## src/rtl/axis_rr_arbiter.sv

```systemverilog
// axis_rr_arbiter: packet-aware round-robin AXI4-Stream arbiter, registered output.
// Optional stall watchdog with timeout_err port is built when ARB_TIMEOUT_EN is defined.
module axis_rr_arbiter #(
   parameter int NUM_SRC    = 4,
   parameter int DATA_WIDTH = 8,
   parameter int TIMEOUT    = 16
) (
   input  logic                          clk,
   input  logic                          rst,
   input  logic [NUM_SRC*DATA_WIDTH-1:0] s_axis_tdata,
   input  logic [NUM_SRC-1:0]            s_axis_tvalid,
   input  logic [NUM_SRC-1:0]            s_axis_tlast,
   output logic [NUM_SRC-1:0]            s_axis_tready,
   output logic [DATA_WIDTH-1:0]         m_axis_tdata,
   output logic                          m_axis_tvalid,
   output logic                          m_axis_tlast,
   output logic [7:0]                    m_axis_tid,
   input  logic                          m_axis_tready
`ifdef ARB_TIMEOUT_EN
   ,
   output logic                          timeout_err
`endif
);

   localparam int IW = $clog2(NUM_SRC);

   typedef enum logic {
      IDLE,
      BUSY
   } state_t;

   state_t                state;
   logic [IW-1:0]         grant;
   logic [IW-1:0]         last_grant;
   logic [IW-1:0]         pick;
   logic [IW-1:0]         cand;
   logic                  found;
   logic                  any_req;
   logic                  accept;
   logic                  fire;
   logic                  fire_last;
   logic [DATA_WIDTH-1:0] src_data [NUM_SRC];

`ifdef ARB_TIMEOUT_EN
   localparam logic [15:0] STALL_LAST = 16'(TIMEOUT - 1);
   logic [15:0] stall_cnt;
`endif

   if (NUM_SRC < 2 || NUM_SRC > 16) begin : g_bad_num_src
      $error("NUM_SRC must be in 2..16");
   end
   if (DATA_WIDTH % 8 != 0 || DATA_WIDTH < 8) begin : g_bad_width
      $error("DATA_WIDTH must be a non-zero multiple of 8");
   end
   if (TIMEOUT < 2 || TIMEOUT > 65535) begin : g_bad_timeout
      $error("TIMEOUT must be in 2..65535");
   end

   for (genvar g = 0; g < NUM_SRC; g++) begin : g_split
      assign src_data[g] = s_axis_tdata[g*DATA_WIDTH +: DATA_WIDTH];
   end

   assign any_req   = |s_axis_tvalid;
   assign accept    = !m_axis_tvalid || m_axis_tready;
   assign fire      = (state == BUSY) && s_axis_tvalid[grant] && accept;
   assign fire_last = fire && s_axis_tlast[grant];

   // First requester strictly after the previous winner, wrapping at NUM_SRC.
   always_comb begin
      pick  = last_grant;
      cand  = last_grant;
      found = 1'b0;
      for (int k = 1; k <= NUM_SRC; k++) begin
         cand = IW'((int'(last_grant) + k) % NUM_SRC);
         if (!found && s_axis_tvalid[cand]) begin
            pick  = cand;
            found = 1'b1;
         end
      end
   end

   always_comb begin
      s_axis_tready = '0;
      if (state == BUSY) begin
         s_axis_tready[grant] = accept;
      end
   end

   always_ff @(posedge clk or negedge rst) begin
      if (!rst) begin
         state         <= IDLE;
         grant         <= '0;
         last_grant    <= IW'(NUM_SRC - 1);
         m_axis_tdata  <= '0;
         m_axis_tvalid <= 1'b0;
         m_axis_tlast  <= 1'b0;
         m_axis_tid    <= '0;
`ifdef ARB_TIMEOUT_EN
         stall_cnt     <= '0;
         timeout_err   <= 1'b0;
`endif
      end else begin
         if (fire) begin
            m_axis_tdata  <= src_data[grant];
            m_axis_tlast  <= s_axis_tlast[grant];
            m_axis_tid    <= 8'(grant);
            m_axis_tvalid <= 1'b1;
         end else if (m_axis_tready) begin
            m_axis_tvalid <= 1'b0;
         end

`ifdef ARB_TIMEOUT_EN
         timeout_err <= 1'b0;
`endif

         unique case (state)
            IDLE: begin
               if (any_req) begin
                  grant <= pick;
                  state <= BUSY;
`ifdef ARB_TIMEOUT_EN
                  stall_cnt <= '0;
`endif
               end
            end
            BUSY: begin
               if (fire_last) begin
                  last_grant <= grant;
                  state      <= IDLE;
               end
`ifdef ARB_TIMEOUT_EN
               else if (fire) begin
                  stall_cnt <= '0;
               end else if (!s_axis_tvalid[grant]) begin
                  // Give up on a silent owner; no tlast is forged downstream.
                  if (stall_cnt == STALL_LAST) begin
                     stall_cnt   <= '0;
                     last_grant  <= grant;
                     state       <= IDLE;
                     timeout_err <= 1'b1;
                  end else begin
                     stall_cnt <= stall_cnt + 16'd1;
                  end
               end
`endif
            end
            default: state <= IDLE;
         endcase
      end
   end

endmodule

```

## config.mk

```make
export PLATFORM = sky130hd
export DESIGN_NAME = axis_rr_arbiter
export DESIGN_NICKNAME = d
export VERILOG_FILES = /design/src/rtl/axis_rr_arbiter.sv
export SDC_FILE = /design/constraint.sdc
export NUM_CORES = 1
export LEC_CHECK = 0
export ABC_AREA = 1
export BUFFER_PORTS_ARGS = -buffer_cell sky130_fd_sc_hd__buf_4
export CAP_MARGIN = 20
export CORE_UTILIZATION = 50
export CTS_BUF_LIST = sky130_fd_sc_hd__clkbuf_2
export CTS_CLUSTER_SIZE = 30
export DETAILED_ROUTE_END_ITERATION = 10
export GPL_ROUTABILITY_DRIVEN = 0
export PLACE_DENSITY = 0.86
export REMOVE_ABC_BUFFERS = 1
export SYNTH_ARGS = -nofsm -noshare
export SYNTH_HDL_FRONTEND = slang
export SYNTH_SLANG_ARGS = --single-unit
```

## constraint.sdc

```tcl
create_clock -name clk -period 4.2 [get_ports clk]
set_input_delay 0 -clock clk [delete_from_list [all_inputs] [get_ports clk]]
set_output_delay 0 -clock clk [all_outputs]
set_load 0.03 [all_outputs]
```

==> results.sh, run 1 <==
export IMPL_outcome="finished clean"
export IMPL_ys_top_cells_by_area="dfrtp_1 (30%), nand2_1 (21%), o21ai_2 (6.9%), nand3_1 (5.5%), a21oi_1 (5.1%)"
export IMPL_async_flop_share=1.00
export IMPL_grt_use_total=0.269
export IMPL_worstHoldPathType="in2reg"
export IMPL_cts_buffers=3
export IMPL_via_count=1397
export IMPL_regArea_um2=428
export IMPL_hold_viol=0
export IMPL_p_per_area_nw_per_um2=727
export IMPL_cts_tree="built"
export IMPL_critical_path_class="reg2reg"
export IMPL_yosysMostFrequentCell="nand2_1"
export IMPL_period_minus_slack_ns=1.80
export IMPL_p_int_uw=587
export IMPL_synth_area_um2=1270
export IMPL_synth_edff_count=0
export IMPL_cp_data_arrival_time_ns=1.98
export IMPL_worst_pin_slew_ns=0.511
export IMPL_grt_overflow=0
export IMPL_timing_final_max_slew_violations=0
export IMPL_setup_viol=0
export IMPL_coreArea_um2=2300
export IMPL_drive_above_1_share=0.391
export IMPL_crit_required_ns=4.38
export IMPL_syn_area_per_cell_um2=7.17
export IMPL_grt_max_degree=23
export IMPL_drc=0
export IMPL_die_x_um=52.4
export IMPL_max_clock_freq_mhz=554
export IMPL_rsz0062_at_grt="no"
export IMPL_cp_startpoint="grant[1]"
export IMPL_placementRows=17
export IMPL_final_cells=271
export IMPL_syn_inst=177
export IMPL_insertion_delay_ns=0.32
export IMPL_sw_frac_of_total=0.547
export IMPL_peakVddDrop_mv=0.480
export IMPL_dp_hpwl_mm=2.38
export IMPL_worstPathMaxFanout=22
export IMPL_hold_start="s_axis_tdata[23]"
export IMPL_antenna_left=0
export IMPL_grt_pass1_vias=1271
export IMPL_grt_pass1_wl_mm=5.37
export IMPL_p_leak_uw=0.000948
export IMPL_synth_top_area_frac=0.296
export IMPL_cts_path_max_buffers=2
export IMPL_htree_levels=1
export IMPL_combPwrFrac=0.675
export IMPL_setup_tns_ns=0
export IMPL_ys_warn_count=0
export IMPL_wl_met2_mm=1.77
export IMPL_ys_seq_area_frac=0.337
export IMPL_ys_ff_latch=17
export IMPL_setup_worst_path_start_class="flip-flop"
export IMPL_routed_wirelength_mm=3.37
export IMPL_viasPerCell=5.15
export IMPL_cts_root_buf="clkbuf_2"
export IMPL_dr_pass1_iters=4
export IMPL_clock_skew_final_ns=0.0178
export IMPL_die_area_um2=2750
export IMPL_maxCapViolCount=0
export IMPL_seqPwrFrac=0.263
export IMPL_top_layer_used="met4"
export IMPL_filler_cell_count=169
export IMPL_rr_startpoint="grant[1]"
export IMPL_multi_input_area_um2=716
export IMPL_wirelength_met1_mm=1.34
export IMPL_layout_nets=287
export IMPL_timing_slew_headroom=0.659
export IMPL_placedCellCount=257
export IMPL_synth_flop_cell="dfrtp_1"
export IMPL_detail_route_wl_per_cell_um=12.4
export IMPL_io_pins=65
export IMPL_antenna_found_initial=0
export IMPL_syn_to_final_growth_pct=40.3
export IMPL_drt_iter0_drc=41
export IMPL_portBuffers=58
export IMPL_p_total_uw=1300
export IMPL_p_sw_uw=709
export IMPL_synth_cell_type_count=23
export IMPL_clkPwrFrac=0.062
export IMPL_start_util=0.553
export IMPL_crit_path_end_kind="flip-flop"
export IMPL_die_h_um=52.4
export IMPL_cts_sinks=17
export IMPL_ys_top_cells_by_count="nand2_1 (70), dfrtp_1 (15), nand3_1 (14)"
export IMPL_clkTransAtPathRegs_ns=0.18
export IMPL_post_route_period_util=0.430
export IMPL_n_antenna_cell=0
export IMPL_yosys_area_top_type="dfrtp_1"
export IMPL_wl_met3_um=197
export IMPL_cts_setup_buffers=0
worst max-delay path, stage by stage, from the launching register on:
cell,delay [ns]
dfrtp_1,0.56
nand2_2,0.16
inv_2,0.10
a22oi_1,0.21
a21oi_2,0.09
inv_2,0.39
o21ai_1,0.15
final timing paths:
| kind | end | cells past startpoint | slack [ns] |
|---|---|---|---|
| min reg2reg | m_axis_tid[1] | 2 | 0.51 |
| min | m_axis_tdata[7] | 5 | 0.03 |
| max | m_axis_tvalid | 6 | 2.40 |
| max reg2reg | m_axis_tvalid | 6 | 2.40 |
| min in group asynchronous | m_axis_tdata[2] | 2 | 0.05 |
| max in group asynchronous | last_grant[1] | 2 | 3.88 |
registers in the layout, indices dropped and copies added (netlist names):
signal         cells
grant              2
m_axis_tid         2
m_axis_tlast       1
state              1
m_axis_tdata       8
last_grant         2
m_axis_tvalid      1
power by group through the flow:
stage / Combinational, uW / Clock (uW) / Sequential [uW]
4_1_cts: 865 / 77.4 / 336
3_3_place_gp: 838 / 0 / 337
2_1_floorplan: 525 / 0 / 429
5_1_grt: 961 / 82.5 / 349
3_5_place_dp: 856 / 0 / 339
6_report: 875 / 80.3 / 340
metal layers:
metal | global-route usage | vias to the layer above
met2 | 0.506 | 61
met5 | 0 | -
met1 | 0.306 | 641
met4 | 0.105 | 0
li1 | - | 689
met3 | 0.0232 | 6
layout make-up:
class | count | share of cell area
Clock buffer | 4 | 0.0112
Multi-Input combinational cell | 142 | 0.402
Sequential cell | 17 | 0.240
Inverter | 12 | 0.0267
Timing Repair Buffer | 68 | 0.301
Tap cell | 28 | 0.0197
timing repair:
action | CTS | global route
hold buffers | 10 | 0
gates resized for setup | 0 | 0
endpoints found under the hold margin | 26 | 0
per-stage QoR:
| stage | worst slack, ns | cell area, um^2 | hold slack (ns) | util |
|---|---|---|---|---|
| detailed placement | 2.43 | 1660 | -0.127 | 0.723 |
| floorplan | 2.62 | 1190 | -0.296 | - |
| global placement | 2.51 | 1660 | -0.128 | 0.723 |
| CTS | 2.41 | 1780 | 0.0489 | 0.776 |
| finish | 2.40 | 1780 | 0.0291 | 0.776 |
| global route | 2.27 | 1780 | 0.0603 | 0.776 |
layout by cell type, fill, tap and decap left out:
| cell type | instances |
|---|---|
| a22oi_2 | 1 |
| a21oi_1 | 13 |
| inv_4 | 1 |
| dfrtp_1 | 15 |
| nor3_1 | 3 |
| dlygate4sd3_1 | 10 |
| dfstp_2 | 2 |
| nand3_1 | 14 |
| clkbuf_2 | 4 |
| inv_2 | 5 |
| nand4_1 | 1 |
| buf_4 | 58 |
| nor2_1 | 4 |
| nor2_8 | 2 |
| o21ai_2 | 10 |
| inv_1 | 6 |
| o21ai_1 | 4 |
| nor2_4 | 1 |
| a22oi_1 | 1 |
| a21oi_2 | 1 |
| conb_1 | 6 |
| nand2_2 | 10 |
| xor2_1 | 1 |
| nand2_1 | 70 |
logic make-up (layout without fill, tap and decap cells):
group | count (synthesis) | after routing | synth area share
other | 1 | 6 | 0.00295
AND/OR/NAND/NOR | 105 | 105 | 0.380
AO/OA/AOI/OAI | 30 | 30 | 0.159
buffers and inverters | 23 | 84 | 0.114
XOR/XNOR | 1 | 1 | 0.00690
flip-flops | 17 | 17 | 0.337
No activity file was read; power rests on OpenSTA's default activity.
==> inputs of run 2 (changes only) <==
--- a/config.mk
+++ b/config.mk
@@ -8,12 +8,12 @@
 export ABC_AREA = 1
 export BUFFER_PORTS_ARGS = -buffer_cell sky130_fd_sc_hd__buf_4
 export CAP_MARGIN = 20
-export CORE_UTILIZATION = 50
+export CORE_UTILIZATION = 47
 export CTS_BUF_LIST = sky130_fd_sc_hd__clkbuf_2
 export CTS_CLUSTER_SIZE = 30
 export DETAILED_ROUTE_END_ITERATION = 10
 export GPL_ROUTABILITY_DRIVEN = 0
-export PLACE_DENSITY = 0.86
+export PLACE_DENSITY = 0.81
 export REMOVE_ABC_BUFFERS = 1
 export SYNTH_ARGS = -nofsm -noshare
 export SYNTH_HDL_FRONTEND = slang
==> constraint.sdc (replaced) <==
create_clock -name clk -period 1.85 [get_ports clk]
set_input_delay 0 -clock clk [delete_from_list [all_inputs] [get_ports clk]]
set_output_delay 0 -clock clk [all_outputs]
set_load 0.03 [all_outputs]
==> run 2 against run 1 <==
Flip-flop and latch count did not move. Sequential power rose by 130%. Die area increased by 6.1%. First-iteration DRC count down 54%. Non-clock buffer count grew 3. Global-route usage down 0.82 points. Utilization is 5.7 points lower. Clock power up 120%.
==> results.sh, run 2 (synthesis results as in run 1) <==
export IMPL_outcome="finished clean"
export IMPL_grt_use_total=0.261
export IMPL_seqPwrFrac=0.259
export IMPL_routed_wirelength_mm=3.30
export IMPL_multi_input_area_um2=716
export IMPL_cp_data_arrival_time_ns=1.91
export IMPL_detail_route_wl_per_cell_um=12.0
export IMPL_rrSetupSlack_ns=0.20
export IMPL_critical_path_top_delay_family="flip-flops"
export IMPL_syn_to_final_growth_pct=42.7
export IMPL_final_common_cell="nand2_1"
export IMPL_grt_max_degree=23
export IMPL_setup_worst_path_start_class="flip-flop"
export IMPL_largest_reg_flops=8
export IMPL_die_h_um=54.0
export IMPL_hold_start="s_axis_tdata[13]"
export IMPL_placementRows=18
export IMPL_crit_required_ns=2.11
export IMPL_portBuffers=58
export IMPL_maxCapViolCount=0
export IMPL_grt_pass1_wl_mm=5.38
export IMPL_clkPwrFrac=0.060
export IMPL_worstHoldPathType="in2reg"
export IMPL_placedCellCount=262
export IMPL_final_cells=276
export IMPL_layout_common_cells="nand2_1 (70), buf_4 (61), nand3_1 (14), a21oi_1 (13), dfrtp_1 (13)"
export IMPL_cp_startpoint="last_grant[0]"
export IMPL_cts_root_buf="clkbuf_2"
export IMPL_cts_buffers=3
export IMPL_cts_setup_buffers=0
export IMPL_regArea_um2=430
export IMPL_start_util=0.503
export IMPL_layout_nets=290
export IMPL_grt_pass1_vias=1269
export IMPL_p_per_area_nw_per_um2=1650
export IMPL_via_count=1361
export IMPL_clkTransAtPathRegs_ns=0.17
export IMPL_p_int_uw=1380
export IMPL_cts_path_max_buffers=2
export IMPL_antenna_found_initial=0
export IMPL_die_x_um=54.0
export IMPL_period_minus_slack_ns=1.65
export IMPL_p_sw_uw=1620
export IMPL_fin_util=0.718
export IMPL_crit_chain="inv_2 -> nand2_1 -> nand2_1 -> nand2_1 -> nand2_2 -> a21oi_1 -> nand3_1 -> nand2_1 -> nand2_1 -> nand2_1"
export IMPL_path_common_cell="nand2_1"
export IMPL_sw_frac_of_total=0.541
export IMPL_combPwrFrac=0.681
export IMPL_min_path_cells=5
export IMPL_clock_skew_final_ns=0.00492
export IMPL_r2r_cells=10
export IMPL_die_area_um2=2910
export IMPL_setup_viol=0
export IMPL_crit_path_end_kind="flip-flop"
export IMPL_max_clock_freq_mhz=607
export IMPL_insertion_delay_ns=0.31
export IMPL_antenna_left=0
export IMPL_crit_path_max_incr_delay_ns=0.68
export IMPL_htree_levels=1
export IMPL_hold_viol=0
export IMPL_cts_tree="built"
export IMPL_rsz0062_at_grt="no"
export IMPL_peakVddDrop_mv=1.02
export IMPL_coreArea_um2=2520
export IMPL_n_antenna_cell=0
export IMPL_timing_final_max_slew_violations=0
export IMPL_dr_pass1_iters=4
export IMPL_grt_overflow=0
export IMPL_drt_iter0_drc=19
export IMPL_regMostFlops="m_axis_tdata"
export IMPL_viasPerCell=4.93
export IMPL_critical_path_class="reg2reg"
export IMPL_cts_sinks=17
export IMPL_filler_cell_count=216
export IMPL_drc=0
export IMPL_drive_above_1_share=0.407
export IMPL_p_leak_uw=0.000962
export IMPL_crit_buf_inv=1
export IMPL_crit_slowest_cell="dfstp_2"
export IMPL_rr_startpoint="last_grant[0]"
export IMPL_io_pins=65
export IMPL_worstSetupPathDepth=10
export IMPL_dp_hpwl_mm=2.43
export IMPL_setup_tns_ns=0
export IMPL_post_route_period_util=0.891
export IMPL_worstPathMaxFanout=10
-- run 2: cell count changes in the layout (fill, tap and decap cells not counted) --
cell and change:
dfrtp_2 +2, buf_4 +3, dfrtp_1 -2, inv_4 +1, inv_2 -1
-- run 2: final cells by class --
cell class / count / share of cell area
multi-input cells: 142 / 0.395
repair buffers: 71 / 0.308
flip-flops and latches: 17 / 0.238
inverters: 12 / 0.0276
well taps: 30 / 0.0207
clock buffers: 4 / 0.0110
-- run 2: timing repair --
item,in CTS,in global routing
endpoints found under the hold margin,26,0
resized for setup,0,4
hold buffers,10,0
setup endpoints to repair,0,12
-- run 2: layer usage --
metal	vias to the layer above	track usage	share of wire
li1	697	-	-
met5	-	0	0
met2	44	0.471	0.52
met1	613	0.301	0.42
met3	7	0.0198	0.031
met4	0	0.141	0.021
-- run 2: path summary, 6_finish.rpt --
check,end
setup / recovery,grant[1]
hold / removal,m_axis_tdata[5]
setup reg to reg,grant[1]
hold reg to reg,m_axis_tlast
max in group asynchronous,last_grant[1]
min in group asynchronous,m_axis_tlast
-- run 2: power groups by stage --
stage	Clock, uW	Sequential, uW	Combinational, uW
final	180	777	2040
after global routing	191	804	2270
after CTS	177	770	2040
after detailed placement	0	776	2020
after global placement	0	772	1980
after floorplan	0	975	1190
-- run 2: per-stage QoR --
| step | instance area [um^2] | hold slack (ns) | setup WS [ns] | power (uW) |
|---|---|---|---|---|
| after floorplan | 1190 | -0.296 | 0.273 | 2170 |
| after global placement | 1690 | -0.124 | 0.175 | 2760 |
| after detailed placement | 1690 | -0.118 | 0.0970 | 2800 |
| after CTS | 1810 | 0.0512 | 0.0752 | 2990 |
| after global routing | 1810 | 0.0727 | 0.0142 | 3270 |
| final | 1810 | 0.0464 | 0.202 | 3000 |
-- run 2: worst min-delay path, cell delays in order --
cell and delay, ns:
buf_4 0.07, nand2_1 0.04, nand3_1 0.06, a21oi_1 0.05, o21ai_2 0.11
==> inputs of run 3 (changes only) <==
--- a/config.mk
+++ b/config.mk
@@ -13,7 +13,7 @@
 export CTS_CLUSTER_SIZE = 30
 export DETAILED_ROUTE_END_ITERATION = 10
 export GPL_ROUTABILITY_DRIVEN = 0
-export PLACE_DENSITY = 0.81
+export PLACE_DENSITY_LB_ADDON = 0.1
 export REMOVE_ABC_BUFFERS = 1
 export SYNTH_ARGS = -nofsm -noshare
 export SYNTH_HDL_FRONTEND = slang
==> run 3 against run 2 <==
Flip-flop and latch count is the same. First-iteration DRC count is 42% higher. Sequential power down 2.6%. Count of clock-buffer cells in the layout is the same. Critical endpoint is now grant[0]. Highest routed layer unchanged.
==> results.sh, run 3 (synthesis results as in run 1) <==
export IMPL_outcome="finished clean"
export IMPL_hold_start="s_axis_tdata[13]"
export IMPL_p_per_area_nw_per_um2=1660
export IMPL_cts_tree="built"
export IMPL_detail_route_wl_per_cell_um=11.4
export IMPL_maxCapViolCount=0
export IMPL_grt_use_total=0.254
export IMPL_crit_path_max_incr_delay_ns=0.69
export IMPL_syn_to_final_growth_pct=44.4
export IMPL_io_pins=65
export IMPL_setup_worst_path_start_class="flip-flop"
export IMPL_cts_path_max_buffers=2
export IMPL_portBuffers=58
export IMPL_grt_pass1_vias=1264
export IMPL_cp_startpoint="last_grant[0]"
export IMPL_setup_tns_ns=0
export IMPL_worstPathMaxFanout=10
export IMPL_cts_buffers=3
export IMPL_layout_nets=292
export IMPL_multi_input_area_um2=716
export IMPL_crit_buf_inv=1
export IMPL_cp_data_arrival_time_ns=1.89
export IMPL_regArea_um2=428
export IMPL_drive_above_1_share=0.403
export IMPL_crit_chain="inv_2 -> nand2_1 -> nand2_1 -> nand2_1 -> nand2_2 -> a21oi_1 -> nand3_1 -> nand2_1 -> nand2_1 -> nand2_1"
export IMPL_cts_resized=0
export IMPL_whs_endpoint="m_axis_tdata[5]"
export IMPL_cts_root_buf="clkbuf_2"
export IMPL_viasPerCell=4.99
export IMPL_antenna_found_initial=0
export IMPL_crit_path_end_kind="flip-flop"
export IMPL_clkTransAtPathRegs_ns=0.16
export IMPL_cts_sinks=17
export IMPL_path_common_cell="nand2_1"
export IMPL_rr_startpoint="last_grant[0]"
export IMPL_antenna_left=0
export IMPL_use_met3=0.0339
export IMPL_setup_slack_ns=0.209
export IMPL_die_h_um=54.0
export IMPL_dp_hpwl_mm=2.44
export IMPL_p_leak_uw=0.000979
export IMPL_worstHoldPathType="in2reg"
export IMPL_post_route_period_util=0.887
export IMPL_placementRows=18
export IMPL_filler_cell_count=197
export IMPL_grt_overflow=0
export IMPL_grt_max_degree=18
export IMPL_critical_path_top_delay_family="flip-flops"
export IMPL_rsz0062_at_grt="no"
export IMPL_via_count=1386
export IMPL_peakVddDrop_mv=1.04
export IMPL_htree_levels=1
export IMPL_r2r_cells=10
export IMPL_start_util=0.503
export IMPL_min_path_cells=5
export IMPL_n_antenna_cell=0
export IMPL_holdWs_ns=0.0580
export IMPL_die_x_um=54.0
export IMPL_preCtsSetupSlack_ns=0.231
export IMPL_critical_path_class="reg2reg"
export IMPL_grt_util_met2=0.467
export IMPL_routed_wirelength_mm=3.18
export IMPL_timing_rr_end="grant[0]"
export IMPL_clock_skew_final_ns=0.00573
export IMPL_crit_slowest_cell="dfstp_2"
export IMPL_max_clock_freq_mhz=609
export IMPL_rrSetupSlack_ns=0.21
export IMPL_grt_pass1_wl_mm=5.28
export IMPL_drt_iter0_drc=27
export IMPL_largest_reg_flops=8
export IMPL_setup_viol=0
export IMPL_crit_required_ns=2.09
export IMPL_drc=0
export IMPL_regMostFlops="m_axis_tdata"
export IMPL_final_common_cell="nand2_1"
export IMPL_die_area_um2=2910
export IMPL_hold_viol=0
export IMPL_coreArea_um2=2520
export IMPL_period_minus_slack_ns=1.64
export IMPL_layout_common_cells="nand2_1 (70), buf_4 (62), dfrtp_1 (15), nand3_1 (14), a21oi_1 (13)"
export IMPL_insertion_delay_ns=0.29
export IMPL_dr_pass1_iters=5
export IMPL_fin_util=0.727
export IMPL_grtUsageMet1=0.298
export IMPL_timing_final_max_slew_violations=0
export IMPL_top_usage_layer="met2"
## run 3: changes by cell type in the layout (fill, tap and decap cells not counted), sizes merged
cell  before  now
buf       61   63
## run 3: final cells by class
| cell class | count | area share |
|---|---|---|
| Inverter | 12 | 0.0259 |
| Multi-Input combinational cell | 142 | 0.390 |
| Tap cell | 30 | 0.0205 |
| Sequential cell | 17 | 0.233 |
| Timing Repair Buffer | 73 | 0.319 |
| Clock buffer | 4 | 0.0109 |
## run 3: routing by layer
metal	share of wire	wire (um)
met5	0	0
met1	0.42	1340
met2	0.50	1590
met3	0.063	200
met4	0.015	47
## run 3: report_power, final
part	leakage (uW)	internal [uW]	total [uW]	switching (uW)
registers	0.000207	558	757	198
logic	0.000755	818	2110	1290
clock network	0.0000166	57.3	173	115
total	0.000979	1430	3040	1610
## run 3: what timing repair did
item | CTS | global route
endpoints found under the hold margin | 25 | 1
hold buffers | 9 | 1
setup endpoints to repair | 0 | 0
setup buffers | 0 | 0
## run 3: worst max-delay path by stage
stage                            endpoint  slack [ns]  cells after the start
after detailed placement    last_grant[0]        0.23                      7
after global routing             grant[1]        0.03                     10
after CTS                   last_grant[0]        0.21                      7
after global placement    m_axis_tdata[7]        0.27                      8
after floorplan           m_axis_tdata[7]        0.27                      7
final                            grant[0]        0.21                     10
## run 3: worst reg2reg max path: stages, from the launching register on
cell and delay, ns:
dfstp_2 0.69, inv_2 0.11, nand2_1 0.07, nand2_1 0.09
nand2_1 0.10, nand2_2 0.08, a21oi_1 0.18, nand3_1 0.10
nand2_1 0.08, nand2_1 0.05, nand2_1 0.05
## run 3: stage by stage
step	std cells	cell area [um^2]	total power, uW
3_3_place_gp	264	1710	2800
6_report	278	1830	3040
2_1_floorplan	171	1190	2170
3_5_place_dp	264	1710	2860
4_1_cts	277	1820	3050
5_1_grt	278	1830	3310
